## src/rtl/miner_pkg.sv

```systemverilog
// -----------------------------------------------------------------------------
// miner_pkg
// Shared definitions for the miner controllers: register map of the external
// sha256 core, CTRL/STATUS bit positions, mode encodings and the sweep
// controller state encoding.
// -----------------------------------------------------------------------------
package miner_pkg;

    // sha256 core register map
    localparam logic [7:0] ADDR_CTRL    = 8'h08;
    localparam logic [7:0] ADDR_STATUS  = 8'h09;
    localparam logic [7:0] ADDR_BLOCK0  = 8'h10;
    localparam logic [7:0] ADDR_DIGEST0 = 8'h20;

    // CTRL register bits
    localparam int CTRL_INIT_BIT = 0;
    localparam int CTRL_NEXT_BIT = 1;
    localparam int CTRL_MODE_BIT = 2;

    // STATUS register bits
    localparam int STATUS_READY_BIT = 0;
    localparam int STATUS_VALID_BIT = 1;

    // Digest modes (value of the CTRL mode bit)
    localparam logic MODE_SHA_224 = 1'b0;
    localparam logic MODE_SHA_256 = 1'b1;

    localparam int BLOCK_WORDS = 16;

    typedef enum logic [2:0] {
        ST_IDLE,
        ST_LOAD,
        ST_WR_NONCE,
        ST_WR_CTRL,
        ST_SETTLE,
        ST_POLL,
        ST_READ_DIG,
        ST_DONE
    } state_t;

    // Index of the last digest word for a given mode.
    function automatic logic [2:0] last_digest_idx(input logic mode);
        return (mode == MODE_SHA_256) ? 3'd7 : 3'd6;
    endfunction

endpackage

```

## src/rtl/digest_zero_check.sv

```systemverilog
// -----------------------------------------------------------------------------
// digest_zero_check
// Checks one digest word against the number of leading zero bits still
// required. Purely combinational.
//   word     : digest word, MSB first in the digest
//   rem      : leading zero bits still required before this word
//   pass     : word satisfies its share of the requirement
//   rem_next : requirement left for the following word (saturates at 0)
// -----------------------------------------------------------------------------
module digest_zero_check #(
    parameter int BITS = 32,
    parameter int ZW   = 9
) (
    input  logic [BITS-1:0] word,
    input  logic [ZW-1:0]   rem,
    output logic            pass,
    output logic [ZW-1:0]   rem_next
);

    localparam logic [ZW-1:0] WORD_BITS = ZW'(BITS);

    logic [BITS-1:0] mask;

    always_comb begin
        // NOTE: every output of a combinational block gets a default first,
        // so no path through the block can leave a latch behind.
        mask     = '1;
        rem_next = '0;
        if (rem >= WORD_BITS) begin
            rem_next = rem - WORD_BITS;
        end else begin
            // Top 'rem' bits set; rem==0 gives an empty mask (always passes).
            mask = ~({BITS{1'b1}} >> rem);
        end
        pass = ((word & mask) == '0);
    end

endmodule

```

## src/rtl/nonce_sweep_ctrl.sv

```systemverilog
// -----------------------------------------------------------------------------
// nonce_sweep_ctrl
// Loads a 512-bit block header into the sha256 core over the host valid/ready
// path, then sweeps an inclusive nonce range: for each nonce it rewrites the
// nonce word, starts a hash and checks the digest for leading zeros.
//
// Ports
//   clk, rst          : clock, synchronous active-high reset
//   start             : level, sampled in IDLE; dropping it leaves DONE
//   abort             : stop the sweep, go to DONE with no result flags
//   ctrl_bits[2:0]    : {mode, next, init} written to the core CTRL register
//   nonce_start/end   : inclusive range (wraps through all-ones to zero)
//   zero_bits         : required leading zero bits of the digest
//   valid, wb_wr_mask, wdata : host transfer; ready acks, rdata returns data
//   sha_*             : register interface of the sha256 core
//   idle, busy, found, exhausted, nonce_out : status
// -----------------------------------------------------------------------------
module nonce_sweep_ctrl
    import miner_pkg::*;
#(
    parameter int         BITS       = 32,
    parameter logic [7:0] NONCE_ADDR = 8'h13,
    parameter int         ZW         = 9
) (
    input  logic            clk,
    input  logic            rst,
    input  logic            start,
    input  logic            abort,
    input  logic [2:0]      ctrl_bits,
    input  logic [BITS-1:0] nonce_start,
    input  logic [BITS-1:0] nonce_end,
    input  logic [ZW-1:0]   zero_bits,
    input  logic            valid,
    input  logic [3:0]      wb_wr_mask,
    input  logic [BITS-1:0] wdata,
    output logic            ready,
    output logic [BITS-1:0] rdata,
    output logic            sha_cs,
    output logic            sha_we,
    output logic [7:0]      sha_address,
    output logic [BITS-1:0] sha_write_data,
    input  logic [BITS-1:0] sha_read_data,
    output logic            idle,
    output logic            busy,
    output logic            found,
    output logic            exhausted,
    output logic [BITS-1:0] nonce_out
);

    localparam logic [ZW-1:0] ZB_256 = ZW'(256);
    localparam logic [ZW-1:0] ZB_224 = ZW'(224);

    state_t          state_q, state_d;
    logic [BITS-1:0] cur_q;
    logic [BITS-1:0] end_q;
    logic [ZW-1:0]   zb_q;
    logic [ZW-1:0]   rem_q;
    logic [2:0]      ctrl_q;
    logic [3:0]      load_cnt_q;
    logic [2:0]      widx_q;
    logic [2:0]      rd_idx_q;
    logic            settle_q;

    logic            host_acc;
    logic            go_found;
    logic            go_exh;
    logic            go_next;
    logic            zc_pass;
    logic [ZW-1:0]   zc_rem_next;
    logic [2:0]      last_idx;
    logic [ZW-1:0]   zb_clamped;

    assign last_idx = last_digest_idx(ctrl_q[CTRL_MODE_BIT]);

    // Requirement beyond the digest width is meaningless; clamp it.
    always_comb begin
        zb_clamped = zero_bits;
        if (ctrl_bits[CTRL_MODE_BIT] == MODE_SHA_256) begin
            if (zero_bits > ZB_256) zb_clamped = ZB_256;
        end else begin
            if (zero_bits > ZB_224) zb_clamped = ZB_224;
        end
    end

    digest_zero_check #(
        .BITS(BITS),
        .ZW  (ZW)
    ) u_zero_check (
        .word    (sha_read_data),
        .rem     (rem_q),
        .pass    (zc_pass),
        .rem_next(zc_rem_next)
    );

    assign idle = (state_q == ST_IDLE);
    assign busy = (state_q != ST_IDLE) && (state_q != ST_DONE);

    // Next state, core bus and decision strobes.
    always_comb begin
        state_d        = state_q;
        sha_cs         = 1'b0;
        sha_we         = 1'b0;
        sha_address    = '0;
        sha_write_data = '0;
        host_acc       = 1'b0;
        go_found       = 1'b0;
        go_exh         = 1'b0;
        go_next        = 1'b0;

        case (state_q)
            ST_IDLE: begin
                // Only touch the core while a sweep is requested.
                if (start) begin
                    sha_cs      = 1'b1;
                    sha_address = ADDR_STATUS;
                    if (sha_read_data[STATUS_READY_BIT]) state_d = ST_LOAD;
                end
            end
            ST_LOAD: begin
                if (valid && !ready) begin
                    host_acc = 1'b1;
                    if (wb_wr_mask == 4'b1111) begin
                        sha_cs         = 1'b1;
                        sha_we         = 1'b1;
                        sha_address    = ADDR_BLOCK0 + 8'(load_cnt_q);
                        sha_write_data = wdata;
                        if (load_cnt_q == 4'(BLOCK_WORDS - 1)) state_d = ST_WR_NONCE;
                    end
                end
            end
            ST_WR_NONCE: begin
                sha_cs         = 1'b1;
                sha_we         = 1'b1;
                sha_address    = NONCE_ADDR;
                sha_write_data = cur_q;
                state_d        = ST_WR_CTRL;
            end
            ST_WR_CTRL: begin
                sha_cs         = 1'b1;
                sha_we         = 1'b1;
                sha_address    = ADDR_CTRL;
                sha_write_data = BITS'(ctrl_q);
                state_d        = ST_SETTLE;
            end
            ST_SETTLE: begin
                // Status is stale right after init; wait two cycles.
                if (settle_q) state_d = ST_POLL;
            end
            ST_POLL: begin
                sha_cs      = 1'b1;
                sha_address = ADDR_STATUS;
                if (sha_read_data[STATUS_VALID_BIT]) state_d = ST_READ_DIG;
            end
            ST_READ_DIG: begin
                sha_cs      = 1'b1;
                sha_address = ADDR_DIGEST0 + 8'(widx_q);
                if (!zc_pass) begin
                    if (cur_q == end_q) begin
                        go_exh  = 1'b1;
                        state_d = ST_DONE;
                    end else begin
                        go_next = 1'b1;
                        state_d = ST_WR_NONCE;
                    end
                end else if ((widx_q == last_idx) || (zc_rem_next == '0)) begin
                    go_found = 1'b1;
                    state_d  = ST_DONE;
                end
            end
            ST_DONE: begin
                if (valid && !ready) begin
                    host_acc = 1'b1;
                    if (wb_wr_mask == 4'b0000) begin
                        sha_cs      = 1'b1;
                        sha_address = ADDR_DIGEST0 + 8'(rd_idx_q);
                    end
                end
                if (!start) state_d = ST_IDLE;
            end
            default: state_d = ST_IDLE;
        endcase

        // Abort stops the sweep, but a found decision in the same cycle wins.
        if (abort && busy && !go_found) begin
            state_d = ST_DONE;
            go_exh  = 1'b0;
            go_next = 1'b0;
        end
    end

    always_ff @(posedge clk) begin
        if (rst) begin
            state_q    <= ST_IDLE;
            cur_q      <= '0;
            end_q      <= '0;
            zb_q       <= '0;
            rem_q      <= '0;
            ctrl_q     <= '0;
            load_cnt_q <= '0;
            widx_q     <= '0;
            rd_idx_q   <= '0;
            settle_q   <= 1'b0;
            ready      <= 1'b0;
            rdata      <= '0;
            found      <= 1'b0;
            exhausted  <= 1'b0;
            nonce_out  <= '0;
        end else begin
            // NOTE: all state here uses non-blocking assignments so every
            // register samples the pre-edge values, independent of order.
            state_q  <= state_d;
            ready    <= host_acc;
            // High on the second SETTLE cycle only.
            settle_q <= (state_q == ST_SETTLE);

            if (state_q == ST_IDLE && state_d == ST_LOAD) begin
                cur_q      <= nonce_start;
                end_q      <= nonce_end;
                zb_q       <= zb_clamped;
                ctrl_q     <= ctrl_bits;
                load_cnt_q <= '0;
                found      <= 1'b0;
                exhausted  <= 1'b0;
            end

            if (state_q == ST_LOAD && host_acc && wb_wr_mask == 4'b1111) begin
                load_cnt_q <= load_cnt_q + 4'd1;
            end

            if (state_q == ST_POLL && state_d == ST_READ_DIG) begin
                widx_q <= '0;
                rem_q  <= zb_q;
            end

            if (state_q == ST_READ_DIG && state_d == ST_READ_DIG) begin
                widx_q <= widx_q + 3'd1;
                rem_q  <= zc_rem_next;
            end

            if (go_next) cur_q <= cur_q + 1'b1;

            if (state_d == ST_DONE && state_q != ST_DONE) begin
                found     <= go_found;
                exhausted <= go_exh;
                nonce_out <= cur_q;
                rd_idx_q  <= '0;
            end

            if (state_q == ST_DONE && host_acc && wb_wr_mask == 4'b0000) begin
                rdata    <= sha_read_data;
                rd_idx_q <= (rd_idx_q == last_idx) ? 3'd0 : rd_idx_q + 3'd1;
            end
        end
    end

endmodule

```

## config.mk

```make
export PLATFORM = sky130hd
export DESIGN_NAME = nonce_sweep_ctrl
export DESIGN_NICKNAME = d
export VERILOG_FILES = /design/src/rtl/miner_pkg.sv /design/src/rtl/digest_zero_check.sv /design/src/rtl/nonce_sweep_ctrl.sv
export SDC_FILE = /design/constraint.sdc
export NUM_CORES = 1
export LEC_CHECK = 0
export ABC_AREA = 1
export CAP_MARGIN = 20
export CORE_MARGIN = 3
export CORE_UTILIZATION = 45
export CTS_BUF_LIST = sky130_fd_sc_hd__clkbuf_2
export CTS_CLUSTER_DIAMETER = 50
export DETAILED_ROUTE_END_ITERATION = 8
export PLACE_DENSITY = 0.81
export SYNTH_ARGS = -nofsm -noshare
export SYNTH_HDL_FRONTEND = slang
export SYNTH_SLANG_ARGS = --single-unit
export TNS_END_PERCENT = 20
```

## constraint.sdc

```tcl
create_clock -name clk -period 2.4 [get_ports clk]
set_input_delay 0.48 -clock clk [delete_from_list [all_inputs] [get_ports clk]]
set_output_delay 0.48 -clock clk [all_outputs]
set_load 0.005 [all_outputs]
```

==> impl_metrics.csv, run 1 <==
group,metric,value,unit
sta,setup_slack,-0.505,ns
worst_setup_path,path_max_fanout,6,
drt,wl,35.5,mm
cells_and_area,drive_above_1_share,0.250,
power,seqPwrFrac,0.310,
logic_synthesis,synthMuxAreaShare,0,
logic_synthesis,yosys.area_share.xor_xnor,0.0575,
floorplan,dieArea,0.0213,mm2
sta,worstMarginPinSlew,0.696,ns
drt,vias,10782,
clocking,postCtsHoldBufs,0,
logic_synthesis,netlist_area,0.00883,mm2
drt,drcViolationCount,0,
power,power_density,879,mW/mm2
logic_synthesis,synth_fa_ha_area_frac,0.00709,
drt,wire_per_inst,17.7,um
place,io_buffers,257,
sta,setup_viol_count_final,123,
logic_synthesis,yosysSeqAreaShare,0.376,
cells_and_area,regArea,0.00335,mm2
logic_synthesis,syn_inst,1304,
sta,max_freq,344,MHz
drt,antenna_left,0,
drt,first_pass_iters,8,
floorplan,initial_core_util,0.464,
drt,drtIter0Drc,1055,
global_routing,antenna_found_initial,2,
logic_synthesis,async_flop_share,0,
min_path,min-delay-start,"rst",
cells_and_area,multi_input_area,0.00517,mm2
status,violations,"negative setup slack",
power,p_sw,5.25,mW
power,p_sw_frac,0.430,
run,maxCapViolations,0,
status,status,"finished, violations left",
cells_and_area,layout_commonest_cell,"nand2_1",
power,p_clk_frac,0.120,
cells_and_area,nets,1878,
logic_synthesis,synth-seq-cells,166,
power,vdd_ir_drop_max,670,uV
power,comb_power_share,0.570,
sta,final_max_slew_viol_count,0,
floorplan,rows,50,
logic_synthesis,netlist-cell-type-count,48,
global_routing,grt.overflow.total,0,
drt,routed_via_density,5.40,
sta,relSlewSlack,0.536,
logic_synthesis,synthSimpleGateAreaFrac,0.272,
sta,final.setup_skew,0.0454,ns
logic_synthesis,yosysWarnings,0,
cells_and_area,synthToLayoutAreaGrowth,57.3,%
floorplan,coreArea,0.0190,mm2
place,globalplace.congestion,0.954,
sta,rsz0062_at_grt,"yes",
global_routing,grt_pass1_vias,9710,
clocking,cts_made_buffers,17,
sta,fin_setup_tns,-43.70,ns
global_routing,grt_pass1_wl,52.2,mm
power,p_int,6.96,mW
sta,final-hold-violation-count,0,
logic_synthesis,synth-compound-area-share,0.194,
floorplan,die_h,146,um
logic_synthesis,avgSynthCellArea,6.77,um2
clocking,root_buffer,"clkbuf_2",
clocking,clk_latency,0.77,ns
cells_and_area,layout_common_cells,"nand2_1 (227), clkdlybuf4s50_1 (215), buf_4 (172)",
clocking,clock_path_buffers,2,
clocking,path_clk_slew,0.27,ns
worst_setup_path,critPathKind,"reg -> reg",
place,hpwl,25.7,mm
sta,layout_worst_path_cycle_share,1.21,
sta,holdWs,0.223,ns
worst_setup_path,crit_start,"rem_q[6]$_SDFFE_PP0P_",
logic_synthesis,synth_top_family_by_area,"simple AND/OR/NAND/NOR gates",
worst_setup_path,reg2reg_from,"rem_q[6]$_SDFFE_PP0P_",
min_path,hold_path.class,"in -> reg",
global_routing,grt_max_degree,57,
global_routing,grtUsageTotal,0.304,
clocking,htree_num_levels,4,
worst_setup_path,cp-start-kind,"flip-flop",
floorplan,pin_count,260,
clocking,cts_tree,"yes",
logic_synthesis,synth_top_flop_cell,"dfxtp_1",
worst_setup_path,r2r_slack,-0.51,ns
sta,post-route-min-period,2.91,ns
power,p_leak,5.78,nW
worst_setup_path,endpoint_kind,"flip-flop",
logic_synthesis,synth_edf_count,0,
clocking,cts.sinks,166,
worst_setup_path,cp.arrival,3.62,ns
floorplan,die-width,146,um
cells_and_area,nFillCells,1512,
worst_setup_path,cp.required,3.11,ns
state kept, by name (all words and copies together), names as in the netlist:
signal	count
zb_q	9
ready	1
state_q	3
nonce_out	32
found	1
rd_idx_q	3
rem_q	9
cur_q	32
exhausted	1
settle_q	1
end_q	32
ctrl_q	3
widx_q	3
load_cnt_q	4
rdata	32
cells by family (layout without fill, tap and decap cells):
kind of cell | Yosys count | count (layout)
AOI/OAI and AO/OA | 311 | 311
xor gates and xnor gates | 58 | 58
adders and majority gates | 5 | 5
buffers and inverters | 203 | 632
DFF | 166 | 166
other | 1 | 4
and+or+nand+nor | 560 | 562
Yosys cell counts, types with 5 or more instances:
cell / number / area [um2]
clkbuf_1: 44 / 165
nor2_1: 181 / 679
nor3_1: 20 / 100
nand3b_1: 5 / 37.5
buf_2: 8 / 40.0
inv_2: 11 / 41.3
nand2_1: 257 / 965
a21oi_2: 12 / 105
a31oi_1: 22 / 138
ha_1: 5 / 62.6
a21oi_1: 90 / 450
xor2_1: 27 / 236
dfxtp_1: 166 / 3320
inv_1: 119 / 447
nand3_1: 44 / 220
o21ai_0: 137 / 686
buf_1: 10 / 37.5
xnor2_1: 31 / 272
nand4_1: 16 / 100
o21ai_1: 27 / 135
buf_4: 6 / 45.0
o221ai_1: 5 / 43.8
nor4_1: 10 / 62.6
repair_timing:
action                     CTS  global route
gates resized for setup    218           130
pin swaps                    9            38
setup endpoints to repair  125           126
cloned                       3             7
setup buffers               17            17
power groups by stage:
| stage | Sequential (mW) | Clock, mW | Combinational, mW |
|---|---|---|---|
| after floorplan | 3.75 | 0 | 3.07 |
| after global placement | 3.79 | 0 | 5.81 |
| after detailed placement | 3.81 | 0 | 5.88 |
| after CTS | 3.76 | 1.47 | 5.98 |
| after global routing | 3.85 | 1.58 | 7.46 |
| final | 3.79 | 1.46 | 6.96 |
through the flow:
step            util  std cells  worst slack, ns  cell area (um2)  total power [mW]
6_report       0.730       1998           -0.505            13900              12.2
5_1_grt        0.730       1998           -0.626            13900              12.9
4_1_cts        0.697       1974           -0.485            13300              11.2
3_5_place_dp   0.676       1923           -0.614            12800              9.69
3_3_place_gp   0.676       1923           -0.584            12800              9.60
2_1_floorplan      -       1305         0.000847             8910              6.81
layout make-up:
| type | instances | share of cell area |
|---|---|---|
| multi-input combinational | 938 | 0.372 |
| timing repair buffer | 468 | 0.309 |
| sequential | 166 | 0.241 |
| inverter | 132 | 0.0384 |
| tap | 260 | 0.0234 |
| clock inverter | 14 | 0.00928 |
| clock buffer | 17 | 0.00612 |
| timing repair inverter | 1 | 0.000630 |
| antenna | 2 | 0.000360 |
metal layers:
layer  track usage  up-vias  routed length (um)
li1              -     5127                   -
met5             0        -                   0
met4         0.107        0                1040
met3        0.0571       82                3180
met2         0.484      544               16400
met1         0.416     5029               14900
worst max-delay path: stages (launching register included):
cell	delay, ns
dfxtp_4	0.42
nor2_4	0.13
buf_4	0.13
nand3_4	0.13
buf_6	0.16
a21oi_1	0.12
nand2_1	0.07
nand2_1	0.05
nand2_1	0.06
nor2_1	0.13
nand3_2	0.09
nor2_4	0.23
nand4_4	0.17
nand2_4	0.18
nand3b_4	0.14
nand3_4	0.19
buf_6	0.14
clkbuf_16	0.14
o21ai_1	0.05
a21oi_1	0.12
worst paths after layout:
check                              end  cells past startpoint
min reg2reg  nonce_out[0]$_SDFFE_PP0P_                      2
min              end_q[9]$_SDFFE_PP0P_                      4
max          nonce_out[2]$_SDFFE_PP0P_                     19
max reg2reg  nonce_out[2]$_SDFFE_PP0P_                     19
(Power assumes the default switching activity.)
==> inputs of run 2 (changes only) <==
CORE_UTILIZATION = 49   (was 45)
PLACE_DENSITY = 0.83   (was 0.81)
clock period = 2.7 ns   (was 2.4 ns; I/O delays follow)
==> run 2 against run 1 <==
Compared with the run above:
- the run still ends with negative setup slack left
- largest power group unchanged
- critical path type unchanged
- worst setup slack better by 0.096 ns
- sequential power fell by 9.8%
- global-route usage rose by 3.5 points
- combinational power is 9.6% lower
- count of clock-buffer cells in the layout rose by 1
- highest routed layer unchanged
- sequential share of layout area up 0.36 points
- sequential cell count unchanged
- critical path depth unchanged
- utilization increased by 5.4 points
- register-to-register slack better by 0.096 ns
- die area fell by 7.8%
==> impl_metrics.csv, run 2 (same netlist as run 1, synthesis figures left out) <==
group,metric,value,unit
status,status,"finished, violations left",
status,violations,"negative setup slack",
clocking,htree_num_levels,4,
cells_and_area,instances_no_fill,1932,
place,hpwl,24.9,mm
min_path,hold_path.class,"in -> reg",
floorplan,die_h,140,um
worst_setup_path,endpoint_kind,"flip-flop",
sta,max_freq,322,MHz
drt,first_pass_iters,6,
place,globalplace.congestion,1.00,
worst_setup_path,reg2reg_from,"state_q[1]$_SDFF_PP0_",
global_routing,grt.overflow.total,0,
cells_and_area,drive_above_1_share,0.244,
global_routing,grt_max_degree,80,
global_routing,grtUsageTotal,0.339,
worst_setup_path,path_max_fanout,10,
sta,setup_slack,-0.409,ns
clocking,path_clk_slew,0.26,ns
floorplan,dieArea,0.0197,mm2
global_routing,antenna_found_initial,1,
run,maxCapViolations,0,
worst_setup_path,cp-start-kind,"flip-flop",
place,dp_slack,-0.459,ns
drt,drtIter0Drc,1437,
floorplan,die-width,140,um
sta,relSlewSlack,0.527,
power,vdd_ir_drop_max,628,uV
sta,rsz0062_at_grt,"yes",
floorplan,initial_core_util,0.505,
global_routing,grt_pass1_wl,53.2,mm
place,io_buffers,257,
worst_setup_path,cp.arrival,3.88,ns
min_path,min-delay-start,"rst",
worst_setup_path,critPathKind,"reg -> reg",
drt,vias,11290,
clocking,clk_latency,0.82,ns
floorplan,rows,48,
sta,worstMarginPinSlew,0.710,ns
clocking,cts.sinks,166,
power,p_leak,5.74,nW
floorplan,coreArea,0.0175,mm2
clocking,clock_path_buffers,2,
drt,routed_via_density,5.84,
clocking,cts_tree,"yes",
sta,final_max_slew_viol_count,0,
sta,final.setup_skew,0.0508,ns
sta,setup_viol_count_final,123,
cells_and_area,layout_common_cells,"nand2_1 (224), clkdlybuf4s50_1 (215), nor2_1 (168)",
worst_setup_path,crit_start,"state_q[1]$_SDFF_PP0_",
sta,final-hold-violation-count,0,
cells_and_area,layout_commonest_cell,"nand2_1",
sta,post-route-min-period,3.11,ns
drt,wl,38.1,mm
place,dp_cells,1849,
power,power_density,806,mW/mm2
clocking,root_buffer,"clkbuf_2",
worst_setup_path,cp.required,3.47,ns
clocking,cts_made_buffers,17,
global_routing,grt_pass1_vias,9939,
drt,antenna_left,0,
cells_and_area,synthToLayoutAreaGrowth,55.3,%
sta,layout_worst_path_cycle_share,1.15,
drt,wire_per_inst,19.7,um
drt,drcViolationCount,0,
floorplan,pin_count,260,
cells_and_area,nets,1847,
==> run 2: metrics by stage <==
| step | power [mW] | utilization | instance area (um2) | hold WS [ns] | TNS, ns |
|---|---|---|---|---|---|
| finish | 11.0 | 0.785 | 13700 | 0.251 | -30.16 |
| global placement | 8.18 | 0.713 | 12500 | 0.433 | -40.04 |
| global route | 11.5 | 0.785 | 13700 | 0.257 | -41.06 |
| CTS | 9.89 | 0.747 | 13000 | 0.219 | -7.90 |
| detailed placement | 8.28 | 0.713 | 12500 | 0.436 | -45.73 |
| floorplan | 5.94 | - | 8830 | 0.430 | 0 |
==> run 2: area by class of cell <==
| class | count | area, um2 |
|---|---|---|
| multi-input combinational | 936 | 5280 |
| timing repair buffer | 440 | 4060 |
| clock buffer | 18 | 90.1 |
| antenna | 1 | 2.50 |
| inverter | 132 | 526 |
| tap | 225 | 282 |
| clock inverter | 14 | 125 |
| sequential | 166 | 3350 |
| fill | 1189 | 3760 |
==> run 2: what timing repair did <==
| action | in CTS | in global routing |
|---|---|---|
| pin swaps | 13 | 34 |
| hold buffers | 0 | 0 |
| hold endpoints to repair | 0 | 0 |
| endpoints found under the setup margin | 123 | 123 |
| buffers inserted | 28 | 16 |
| resized for setup | 258 | 140 |
| gates cloned | 3 | 5 |
==> run 2: critical path, stage by stage (launching register included) <==
cell	delay [ns]
dfxtp_4	0.42
inv_6	0.08
nand2_4	0.06
nor2_4	0.11
inv_2	0.07
buf_4	0.13
buf_4	0.12
buf_4	0.12
buf_4	0.13
buf_4	0.13
buf_4	0.14
nor3_4	0.32
a211oi_2	0.09
nand2_1	0.14
inv_2	0.07
a21oi_4	0.17
nand3_4	0.23
buf_4	0.22
buf_6	0.15
a21oi_1	0.16
==> run 2: path summary, 6_finish.rpt <==
check	slack, ns	cells after the start	endpoint
setup / recovery	-0.41	19	nonce_out[31]$_SDFFE_PP0P_
hold / removal	0.25	4	nonce_out[3]$_SDFFE_PP0P_
setup reg to reg	-0.41	19	nonce_out[31]$_SDFFE_PP0P_
hold reg to reg	0.47	2	nonce_out[9]$_SDFFE_PP0P_
==> run 2: power breakdown <==
| part | internal [mW] | total, mW | leakage, nW | switching, mW |
|---|---|---|---|---|
| logic | 2.86 | 6.29 | 4.25 | 3.43 |
| registers | 2.97 | 3.42 | 1.36 | 0.452 |
| clock network | 0.346 | 1.33 | 0.133 | 0.985 |
| total | 6.18 | 11.0 | 5.74 | 4.87 |
==> run 2: per-layer routing <==
| layer | global-route usage | vias to the layer above | part of all wire |
|---|---|---|---|
| li1 | - | 5061 | - |
| met1 | 0.448 | 5204 | 0.38 |
| met2 | 0.530 | 830 | 0.45 |
| met3 | 0.0649 | 195 | 0.11 |
| met4 | 0.169 | 0 | 0.064 |
| met5 | 0 | - | 0 |
==> inputs of run 3 (changes only) <==
==> constraint.sdc (replaced) <==
create_clock -name clk -period 2.7 [get_ports clk]
set_input_delay 0.27 -clock clk [delete_from_list [all_inputs] [get_ports clk]]
set_output_delay 0.27 -clock clk [all_outputs]
set_load 0.005 [all_outputs]
==> run 3 against run 2 <==
Compared with the run above:
- the run still ends with negative setup slack left
- largest cell class unchanged
- first-iteration DRC count fell by 23%
- largest power group unchanged
- utilization fell by 4.0 points
- maximum frequency rose by 6.3%
- worst setup slack improved by 0.18 ns
- wire length fell by 11%
- via count fell by 7.7%
- critical path depth fell by 2
- sequential power barely moved
- total power fell by 7.6%
- final area fell by 5.1%
- register-to-register slack improved by 0.18 ns
==> impl_metrics.csv, run 3 (same netlist as run 1, synthesis figures left out) <==
group,metric,value,unit
status,status,"finished, violations left",
status,violations,"negative setup slack",
global_routing,grt_max_degree,57,
clocking,root_buffer,"clkbuf_2",
sta,final_max_slew_viol_count,0,
sta,rsz0062_at_grt,"yes",
global_routing,grt.overflow.total,0,
worst_setup_path,reg2reg_from,"rem_q[7]$_SDFFE_PP0P_",
clocking,cts_made_buffers,17,
sta,worstMarginPinSlew,0.725,ns
place,dp_cells,1821,
worst_setup_path,cp.required,3.39,ns
worst_setup_path,cp.arrival,3.62,ns
clocking,htree_num_levels,4,
worst_setup_path,reg2reg_to,"nonce_out[19]$_SDFFE_PP0P_",
sta,setup_slack,-0.226,ns
drt,drcViolationCount,0,
drt,first_pass_iters,6,
power,vdd_ir_drop_max,633,uV
drt,vias,10425,
floorplan,die_h,140,um
drt,wl_met2,15.4,mm
run,maxCapViolations,0,
global_routing,grt_pass1_wl,51.4,mm
drt,wl,33.9,mm
cells_and_area,drive_above_1_share,0.177,
cells_and_area,nets,1793,
drt,drtIter0Drc,1101,
sta,holdWs,0.0453,ns
min_path,whs_endpoint,"rdata[13]$_SDFFE_PP0P_",
worst_setup_path,path_max_fanout,7,
worst_setup_path,rr_worst_depth,17,
global_routing,grt_pass1_vias,9689,
place,globalplace.congestion,0.985,
global_routing,grtUsageTotal,0.324,
place,dp_slack,-0.149,ns
min_path,hold-path-cell-count,3,
drt,wl_met1,13.7,mm
place,hpwl,25.1,mm
drt,antenna_left,0,
global_routing,antenna_found_initial,2,
sta,final-hold-violation-count,0,
clocking,cts_tree,"yes",
floorplan,pin_count,260,
worst_setup_path,crit_start,"rem_q[7]$_SDFFE_PP0P_",
drt,dr_wl_met3,3.42,mm
min_path,min-delay-start,"sha_read_data[13]",
floorplan,die-width,140,um
power,p_leak,5.29,nW
cells_and_area,layout_commonest_cell,"nand2_1",
worst_setup_path,critPathKind,"reg -> reg",
worst_setup_path,cp-start-kind,"flip-flop",
place,io_buffers,257,
floorplan,rows,48,
floorplan,coreArea,0.0175,mm2
floorplan,dieArea,0.0197,mm2
worst_setup_path,r2r_slack,-0.23,ns
sta,layout_worst_path_cycle_share,1.08,
cells_and_area,layout_common_cells,"nand2_1 (248), clkdlybuf4s50_1 (216), nor2_1 (174)",
drt,wire_per_inst,18.0,um
sta,final.setup_skew,0.0260,ns
cells_and_area,instances_no_fill,1879,
sta,fin_setup_tns,-10.94,ns
sta,max_freq,342,MHz
sta,relSlewSlack,0.516,
drt,routed_via_density,5.55,
clocking,clk_latency,0.77,ns
floorplan,initial_core_util,0.505,
sta,post-route-min-period,2.93,ns
drt,routed.top_layer,"met4",
clocking,clock_path_buffers,2,
clocking,cts.sinks,166,
sta,setup_viol_count_final,83,
min_path,hold_path.class,"in -> reg",
power,power_density,785,mW/mm2
clocking,path_clk_slew,0.25,ns
cells_and_area,synthToLayoutAreaGrowth,47.4,%
worst_setup_path,endpoint_kind,"flip-flop",
-- run 3: changes by cell type in the layout (fill, tap and decap cells not counted), sizes merged, moves of 2 or more --
cell / previous run / this run
buf: 220 / 144
dlygate4sd2: 2 / 17
clkdlybuf4s15: 0 / 4
dlygate4sd3: 0 / 2
-- run 3: cell type report --
type | count | area (um2)
timing repair buffer | 386 | 3600
antenna | 2 | 5.00
clock buffer | 17 | 85.1
multi-input combinational | 936 | 5020
fill | 1398 | 4460
clock inverter | 15 | 153
sequential | 166 | 3350
tap | 225 | 282
inverter | 132 | 518
-- run 3: timing repair --
| item | in CTS | in global routing |
|---|---|---|
| endpoints found under the hold margin | 2 | 0 |
| hold buffers | 2 | 0 |
| pin swaps | 8 | 30 |
| gates cloned | 1 | 3 |
| resized for setup | 145 | 84 |
| buffers inserted | 9 | 9 |
| endpoints found under the setup margin | 121 | 112 |
-- run 3: worst max-delay path, cell delays in order (launching register included) --
cell       delay (ns)
dfxtp_4          0.41
nor2_4           0.28
buf_6            0.15
nand3_1          0.12
a21oi_2          0.20
nand2_1          0.06
nand2_1          0.06
nand2_1          0.06
nor2_1           0.14
nand3_2          0.12
nor2_4           0.18
nand3_2          0.11
nand2_2          0.12
nand3b_4         0.17
nand3_4          0.20
clkbuf_16        0.24
o21ai_1          0.17
a21oi_2          0.04
-- run 3: metal layers --
layer	global-route usage	vias up
met5	0	-
met4	0.122	0
met3	0.0611	108
met2	0.517	568
met1	0.436	4796
li1	-	4953
-- run 3: worst max path at each step --
| stage | to | slack [ns] |
|---|---|---|
| floorplan | nonce_out[15]$_SDFFE_PP0P_ | 0.18 |
| global placement | widx_q[0]$_SDFFE_PP0P_ | -0.1 |
| detailed placement | nonce_out[22]$_SDFFE_PP0P_ | -0.15 |
| CTS | rem_q[2]$_SDFFE_PP0P_ | -0.1 |
| global route | nonce_out[19]$_SDFFE_PP0P_ | -0.37 |
| finish | nonce_out[19]$_SDFFE_PP0P_ | -0.23 |
-- run 3: report_power, final --
part           switching [mW]  leakage [nW]  internal (mW)
Clock                   0.934         0.137          0.430
Combinational            3.01          3.80           2.43
Sequential              0.442          1.36           2.97
Total                    4.38          5.29           5.83
-- run 3: per-stage QoR --
| stage | total power [mW] | instance area [um2] | utilization |
|---|---|---|---|
| after floorplan | 5.94 | 8830 | - |
| after global placement | 7.96 | 12200 | 0.699 |
| after detailed placement | 8.06 | 12200 | 0.699 |
| after CTS | 9.56 | 12600 | 0.721 |
| after global routing | 10.8 | 13000 | 0.745 |
| final | 10.2 | 13000 | 0.745 |
